**config.mk**
```make
export PLATFORM = sky130hd
export DESIGN_NAME = mc_pipeline_controller
export DESIGN_NICKNAME = d
export VERILOG_FILES = /design/src/rtl/mc_pipeline_controller.sv
export SDC_FILE = /design/constraint.sdc
export NUM_CORES = 2
export LEC_CHECK = 0
export ABC_AREA = 1
export BUFFER_PORTS_ARGS = -buffer_cell sky130_fd_sc_hd__buf_2
export CAP_MARGIN = 20
export CELL_PAD_IN_SITES_DETAIL_PLACEMENT = 1
export CELL_PAD_IN_SITES_GLOBAL_PLACEMENT = 1
export CORE_MARGIN = 5
export CORE_UTILIZATION = 44
export DETAILED_ROUTE_END_ITERATION = 10
export HOLD_SLACK_MARGIN = 0.06
export PLACE_DENSITY_LB_ADDON = 0.2
export SETUP_SLACK_MARGIN = 0.1
export SYNTH_ARGS = -nofsm -noshare
export SYNTH_HDL_FRONTEND = slang
export SYNTH_SLANG_ARGS = --single-unit
```
**constraint.sdc**
```tcl
create_clock -name mc_clk -period 7.4 [get_ports mc_clk]
set_clock_uncertainty 0.2 [all_clocks]
set_input_delay 1.85 -clock mc_clk [delete_from_list [all_inputs] [get_ports mc_clk]]
set_output_delay 1.85 -clock mc_clk [all_outputs]
set_load 0.005 [all_outputs]
```
**src/rtl/mc_pipeline_controller.sv**
```systemverilog
// Three-stage (ID/EX/WB) micro-controller core with a single WB->EX bypass.
// One instruction per clock, no stalls; jump flag and read-back are registered.
module mc_pipeline_controller #(
    parameter int IW = 3,
    parameter int DW = 32,
    parameter int AW = 4
) (
    input  logic          mc_clk,
    input  logic          mc_rst_n,
    input  logic [IW-1:0] mc_inst,
    input  logic [AW-1:0] mc_src1,
    input  logic [AW-1:0] mc_src2,
    input  logic [AW-1:0] mc_dst,
    input  logic [DW-1:0] mc_data,
    output logic          mc_jump,
    output logic [DW-1:0] mc_read_output
);

    localparam int NREG = 1 << AW;

    localparam logic [IW-1:0] OP_MOV  = IW'(3'd0);
    localparam logic [IW-1:0] OP_ADD  = IW'(3'd1);
    localparam logic [IW-1:0] OP_SUB  = IW'(3'd2);
    localparam logic [IW-1:0] OP_MUL  = IW'(3'd3);
    localparam logic [IW-1:0] OP_CJE  = IW'(3'd4);
    localparam logic [IW-1:0] OP_LOAD = IW'(3'd5);
    localparam logic [IW-1:0] OP_READ = IW'(3'd6);
    localparam logic [IW-1:0] OP_NOP  = IW'(3'd7);

    logic [IW-1:0] id_inst_r;
    logic [AW-1:0] id_src1_r;
    logic [AW-1:0] id_src2_r;
    logic [AW-1:0] id_dst_r;
    logic [DW-1:0] id_data_r;

    logic          wb_we_r;
    logic [AW-1:0] wb_dst_r;
    logic [DW-1:0] wb_result_r;

    logic [DW-1:0] reg_file_r [NREG];

    logic          jump_r;
    logic [DW-1:0] read_r;

    logic [DW-1:0] op_a_s;
    logic [DW-1:0] op_b_s;
    logic [DW-1:0] ex_result_s;
    logic          ex_we_s;
    logic          ex_jump_s;
    logic          ex_read_s;

    // ID stage: capture the incoming instruction; reset turns it into a nop
    always_ff @(posedge mc_clk) begin
        if (!mc_rst_n) begin
            id_inst_r <= OP_NOP;
            id_src1_r <= '0;
            id_src2_r <= '0;
            id_dst_r  <= '0;
            id_data_r <= '0;
        end else begin
            id_inst_r <= mc_inst;
            id_src1_r <= mc_src1;
            id_src2_r <= mc_src2;
            id_dst_r  <= mc_dst;
            id_data_r <= mc_data;
        end
    end

    // EX operand fetch: the instruction one ahead is still in WB, so bypass it
    always_comb begin
        op_a_s = reg_file_r[id_src1_r];
        op_b_s = reg_file_r[id_src2_r];
        if (wb_we_r && (wb_dst_r == id_src1_r)) begin
            op_a_s = wb_result_r;
        end else begin
            op_a_s = reg_file_r[id_src1_r];
        end
        if (wb_we_r && (wb_dst_r == id_src2_r)) begin
            op_b_s = wb_result_r;
        end else begin
            op_b_s = reg_file_r[id_src2_r];
        end
    end

    // EX datapath: result, write-enable and side-effect strobes per opcode
    always_comb begin
        ex_result_s = '0;
        ex_we_s     = 1'b0;
        ex_jump_s   = 1'b0;
        ex_read_s   = 1'b0;
        case (id_inst_r)
            OP_MOV: begin
                ex_result_s = op_a_s;
                ex_we_s     = 1'b1;
            end
            OP_ADD: begin
                ex_result_s = op_a_s + op_b_s;
                ex_we_s     = 1'b1;
            end
            OP_SUB: begin
                ex_result_s = op_a_s - op_b_s;
                ex_we_s     = 1'b1;
            end
            OP_MUL: begin
                ex_result_s = op_a_s * op_b_s;
                ex_we_s     = 1'b1;
            end
            OP_CJE: begin
                ex_jump_s = (op_a_s == op_b_s);
            end
            OP_LOAD: begin
                ex_result_s = id_data_r;
                ex_we_s     = 1'b1;
            end
            OP_READ: begin
                ex_read_s = 1'b1;
            end
            default: begin
                ex_result_s = '0;
                ex_we_s     = 1'b0;
            end
        endcase
    end

    // WB registers and registered outputs; reset cancels any in-flight write
    always_ff @(posedge mc_clk) begin
        if (!mc_rst_n) begin
            wb_we_r     <= 1'b0;
            wb_dst_r    <= '0;
            wb_result_r <= '0;
            jump_r      <= 1'b0;
            read_r      <= '0;
        end else begin
            wb_we_r     <= ex_we_s;
            wb_dst_r    <= id_dst_r;
            wb_result_r <= ex_result_s;
            jump_r      <= ex_jump_s;
            if (ex_read_s) begin
                read_r <= op_a_s;
            end else begin
                read_r <= read_r;
            end
        end
    end

    // Register file write from WB
    always_ff @(posedge mc_clk) begin
        if (!mc_rst_n) begin
            for (int i = 0; i < NREG; i++) begin
                reg_file_r[i] <= '0;
            end
        end else if (wb_we_r) begin
            reg_file_r[wb_dst_r] <= wb_result_r;
        end else begin
            reg_file_r[wb_dst_r] <= reg_file_r[wb_dst_r];
        end
    end

    assign mc_jump        = jump_r;
    assign mc_read_output = read_r;

endmodule

```
# Yosys cells after proc, flatten, opt, wreduce, memory -nomap -nowiden
# Memories as Yosys holds them, arrays and structs flattened. A register that Yosys moved wholly into a read port is not among the register bits.
# Cells that the tools add are included.
[op_classes]
div = 0
order_cmp = 0
muxes = 18
reduce_logical = 7
bitwise_logic = 1
shifts = 0
n_eq_ne = 10
n_addsub = 2
mul = 1
[ops]
columns = ["op", "n"]
rows = [
  ["$pmux 32 s5", 1],
  ["$mux 32", 4],
  ["$add 32x32->32", 1],
  ["$eq 32x32->1", 1],
  ["$mul 32x32->32", 1],
  ["$reduce_or 32->1", 1],
  ["$sub 32x32->32", 1],
  ["$mux 4", 3],
  ["$mux 1", 10],
  ["$eq 3x3->1 const B", 3],
  ["$eq 4x4->1", 2],
  ["$eq 3x2->1 const B", 2],
  ["$reduce_or 5->1", 1],
  ["$reduce_and 2->1", 2],
  ["$eq 3x1->1 const B", 1],
  ["$logic_not 3->1", 1],
  ["$logic_and 1x1->1", 2],
  ["$ne 0x0->1", 1],
  ["$or 1x1->1", 1],
]
[word_totals]
ramBits = 512
in_bits = 49
mem_bits_ro = 0
output_inout_bits = 33
wordCells = 50
memories = 1
latch_bits = 0
ff_bits = 117
[mem_list]
columns = ["name", "words", "width", "read_ports", "rd_clocked_by_memory_dff", "write_ports", "line_no", "text"]
rows = [
  ["reg_file_r", 16, 32, 2, 2, 16, "40", "logic [DW-1:0] reg_file_r [NREG];"],
]

# Logic depth before layout (Yosys ltp)
[logic_depth]
word_depth = 7
depth_mapped = 50
depth_no_buf = 44

# Worst setup path before layout
# Ideal clock, no wire load.
[synth_timing]
kind = "register -> register"
from = "register id_src1_r[0]"
to = "register wb_result_r[29]"
synth_period_minus_slack_ps = 8115
setup_ps = 128
setup_slack_ps = -715
path_buffers = 6
t_arrival_ps = 7788
t_required_ps = 7072
path_stages_with_launch = 49
path_cell_list = "dfxtp_1 > buf_6 > inv_4 > buf_6 > buf_4 > buf_4 > nand2_1 > nand3_1 > nand3_1 > nand2_1 > nand2_1 > nand2_1 > nand2_1 > o21ai_1 > buf_1 > inv_1 > clkbuf_1 > nor2_1 > (+13 left out) > inv_1 > ha_1 > nand2_1 > nor2_1 > nand3_1 > o2111ai_1 > a21oi_1 > inv_1 > nand2_1 > nand2_1 > a21oi_1 > o21ai_0 > a21boi_0 > or2_2 > nand3_1 > nand4_1 > nor2_1 > nor2_1"
[synth_between]
elab_chain_len = 5
word_cells_on_any_way = 7
classes_between = "add/sub (2); mul (1); eq/ne (1); mux (2); reduce/logical (1)"
[synth_lines]
columns = ["item", "line_no", "text"]
rows = [
  ["start, declared", "31", "logic [AW-1:0] id_src1_r;"],
  ["start signal, assigned", "62", "id_src1_r <= mc_src1;"],
  ["$eq 4x4->1 *", "73", "if (wb_we_r && (wb_dst_r == id_src1_r)) begin"],
  ["$logic_and 1x1->1 *", "73", ""],
  ["$mux 32 *", "73", ""],
  ["named net op_a_s[9]", "45", "logic [DW-1:0] op_a_s;"],
  ["$mul 32x32->32, or another cell as far along", "105", "ex_result_s = op_a_s * op_b_s;"],
  ["$pmux 32 s5 *", "91", "case (id_inst_r)"],
  ["end signal, assigned", "136", "wb_result_r <= ex_result_s;"],
  ["end, declared", "38", "logic [DW-1:0] wb_result_r;"],
]
# The timed path passes the listed nets; every way through them passes the cells marked *.
# A chain may end at the register's enable or synchronous reset.

# Final worst setup path
[layout_timing]
from = "register id_src1_r[0]"
to = "register wb_result_r[30]"
# Same word-level chain as after synthesis.

==> summary.md <==
| Metric | Value |
|---|---|
| Sequential power share | `10.7%` |
| Comb power frac | `79.5%` |
| Total grt overflow | `0` |
| Initial DRC Count | `7115` |
| Port-buffer cells | `81` |
| Lkg Pwr | `29.4 nW` |
| Pre-Repair DR Iteration Count | `5` |
| Mapped Area | `52200 um2` |
| WS Path Type | `flip-flop to flip-flop` |
| Reg clk slew, reported paths | `0.06 ns` |
| Worst setup SP type | `flip-flop` |
| DP HPWL | `175 mm` |
| Initial antenna violation count | `6` |
| Die span in x | `354 um` |
| Core ar. | `118000 um2` |
| Num CTS Buffers | `77` |
| Critical Path AT | `8.80 ns` |
| Std-Cell Rows | `126` |
| Post-Synth XOR/XNOR Area | `0.353%` |
| P per Cell Area | `592 nW/um2` |
| Gate Count Post-Synth | `6814` |
| Clock share of power | `9.9%` |
| Async S/R FF share, synth | `0%` |
| Crit-path max cell delay | `0.58 ns` |
| Psw | `19.3 mW` |
| Endpoint class of the critical path | `flip-flop` |
| Die Ht | `354 um` |
| Clk root buf | `clkbuf_16` |
| Mapped Nets | `7458` |
| Multi-input gate area in the final layout | `31100 um2` |
| Detailed-route via count | `54188` |
| Num ports | `82` |
| RSZ-0062 raised after global routing | `yes` |
| Htree depth | `3` |
| Setup TNS | `-16.41 ns` |
| Synth-to-Final Area Change | `24.8%` |
| CP most frequent cell | `fa_1` |
| Critical Path RT | `7.78 ns` |
| Adder-cell share of the synthesized area | `20.2%` |
| FILL cells | `14210` |
| Nets | `8009` |
| Worst-Margin Slew | `1.35 ns` |
| Drt total wl | `258 mm` |
| Final antenna-violating net count | `0` |
| Synth unique cells | `52` |
| Die footprint | `126000 um2` |
| Failing checks | `setup timing` |
| Initial core utilization | `44.2%` |
| # hold bufs at CTS | `0` |
| Final worst slack | `-1.02 ns` |
| First-pass GRT wire length | `365 mm` |
| Fin crit period | `8.42 ns` |
| Status | `complete, but fails checks` |
| Sw Ratio | `50.0%` |
| Area share of the largest cell type after synthesis | `29.5%` |
| CTS Sinks | `629` |
| CP max FO | `13` |
| Largest family of logic cells by synthesized area | `simple AND/OR/NAND/NOR gates` |
| Slew margin rel. | `9.73%` |
| Ratio of cells with drive above 1 in the final layout | `19.1%` |
| Synth area leader | `edfxtp_1` |
| Final worst path period share | `114%` |
| Area fraction in compound gates after synthesis | `4.87%` |
| MaxCap Viol Count | `0` |
| Most used DFF post-synth | `edfxtp_1` |
| Final setup violation count | `23` |
| Syn Area/Cell | `7.65 um2` |
| Synth area leaders | `edfxtp_1 (29%), fa_1 (16%), nand2_1 (15%)` |
| Maximum clock path buffer count | `3` |
| Clock latency on the worst-skew pair | `0.72 ns` |
| CTS tree | `built` |
| Post-DR vias/cell | `6.04` |
| Synthesis Warnings | `0` |
| Portion of netlist area occupied by mux cells | `0%` |
| Largest net degree at the start of global routing | `75` |
| F_max | `119 MHz` |
| RD Place Congestion | `1.03` |
| Slew Limit Fails | `0` |
| Drt drc | `0` |
| Drt wl/cell | `28.8 um` |
| Power, Total | `38.5 mW` |
| Simple-Gate Fraction of Synth Area | `31.1%` |
| VDD IR max | `1.67 mV` |
| Number of synthesized flops with an enable pin | `512` |
| Hold Vio Cnt, Final | `0` |
| GRT Util Overall | `39.5%` |
| Synth Register Bits | `629` |
| Pint | `19.3 mW` |
| FF/Latch Area | `17700 um2` |
| Min-Delay Path Class | `flip-flop to flip-flop` |
| Slowest CP cell | `fa_1` |
| Register area share after synthesis | `34.0%` |
| Vias in the first global route | `55234` |
-- power groups by stage --
stage          combinational [mW]  clock (mW)  sequential, mW
6_report                     30.6        3.80            4.11
5_1_grt                      32.2        3.98            4.12
4_1_cts                      27.5        3.83            4.10
3_5_place_dp                 23.9           0            4.17
3_3_place_gp                 23.2           0            4.16
2_1_floorplan                13.6           0            4.13
-- flip-flops by register name, summed over array words and instances, names as in the netlist --
name	count
id_data_r	32
id_dst_r	4
id_inst_r	3
id_src1_r	4
id_src2_r	4
mc_jump	1
mc_read_output	32
reg_file_r	512
wb_dst_r	4
wb_result_r	32
wb_we_r	1
-- cell type report --
class / instances / area share (%)
tap: 1536 / 2.95
clock buffer: 100 / 3.17
inverter: 735 / 4.42
antenna: 4 / 0.0154
sequential: 629 / 27.3
clock inverter: 40 / 0.577
timing repair buffer: 893 / 13.8
multi-input combinational: 5026 / 47.8
timing repair inverter: 3 / 0.0692
-- synthesized netlist by cell type, types with 3 or more instances --
library cell,number
buf_6,29
a21oi_1,174
o21ai_0,132
a41oi_1,3
nand3_1,853
nand2_2,22
nand2_1,2096
nand4_1,15
buf_4,62
fa_1,410
dfxtp_1,117
a21o_1,5
o211ai_1,6
o2111ai_1,8
ha_1,185
clkbuf_1,195
buf_1,24
edfxtp_1,512
clkinv_1,30
inv_1,680
inv_4,4
o22ai_1,4
a21boi_0,4
nor2_1,922
o21ai_1,25
o21bai_1,10
or2_2,20
buf_2,114
nand3b_1,11
a211oi_1,5
xnor2_1,12
inv_2,21
a31oi_1,19
nor3_1,16
o21ai_2,13
a21oi_2,3
a221oi_1,6
o21a_1,10
o21ai_4,4
nor4_1,8
xor2_1,9
-- repair_timing --
action / CTS / global route
endpoints found under the setup margin: 23 / 23
gates cloned: 23 / 7
pin swaps: 73 / 104
buffers inserted: 45 / 46
resized for setup: 289 / 189
-- cells in the final DEF, fill, tap and decap left out, types with 11 or more instances in the layout --
master / synthesis / final
nand3_2: 0 / 24
fa_1: 410 / 380
a21oi_1: 174 / 151
inv_2: 21 / 29
buf_4: 62 / 610
a21oi_2: 3 / 16
nor2_1: 922 / 878
nand3b_1: 11 / 11
nor2_2: 0 / 35
o21ai_1: 25 / 28
ha_1: 185 / 159
nor3_1: 16 / 11
o21ai_2: 13 / 21
o21ai_0: 132 / 107
buf_16: 0 / 23
dfxtp_1: 117 / 109
edfxtp_1: 512 / 512
nand2_2: 22 / 100
buf_12: 0 / 113
a31oi_1: 19 / 18
nand3_1: 853 / 826
clkbuf_1: 195 / 20
o21ai_4: 4 / 18
nand2_1: 2096 / 1985
clkbuf_16: 0 / 86
nand2_4: 1 / 34
clkinv_1: 30 / 51
or2_2: 20 / 16
inv_1: 680 / 656
nand4_1: 15 / 15
xnor2_1: 12 / 12
fa_2: 0 / 30
buf_6: 29 / 42
ha_4: 0 / 22
buf_2: 114 / 80
-- metal layers --
layer	track usage, %	vias up	routed length, um
met1	53.4	27307	101000
li1	-	22701	-
met4	19.5	2	15200
met5	0	-	11
met2	59.5	3377	111000
met3	9.61	801	31300
-- worst paths after layout --
check	start	cells after the start	slack, ns	end
max	id_src1_r[0]	34	-1.02	wb_result_r[30]
min	id_dst_r[2]	2	0.21	wb_dst_r[2]
max reg2reg	id_src1_r[0]	34	-1.02	wb_result_r[30]
min reg2reg	id_dst_r[2]	2	0.21	wb_dst_r[2]
-- through the flow --
stage          setup WS [ns]  cell area (um2)  utilization (%)  hold WS [ns]  instances
2_1_floorplan        -0.0911            52500                -         0.190       6814
3_3_place_gp           -1.20            59200             50.2         0.211       8700
3_5_place_dp           -1.28            59200             50.2         0.200       8700
4_1_cts               -0.827            63700             54.0         0.214       8908
5_1_grt                -1.23            65100             55.2         0.266       8962
6_report               -1.02            65100             55.2         0.213       8966
-- critical path, delay by kind of cell, from the launching register on --
family	cells	cell delay, ns
compound gates	6	0.91
buf+inv	12	1.35
simple gates	6	0.79
fa+ha+maj	10	4.57
flops	1	0.48
-- logic make-up after synthesis --
| logic type | count (synthesis) |
|---|---|
| AOI/OAI and AO/OA | 441 |
| xor gates and xnor gates | 21 |
| adders and majority gates | 595 |
| buffers and inverters | 1159 |
| DFF | 629 |
| and+or+nand+nor | 3969 |
(Power assumes the default switching activity.)
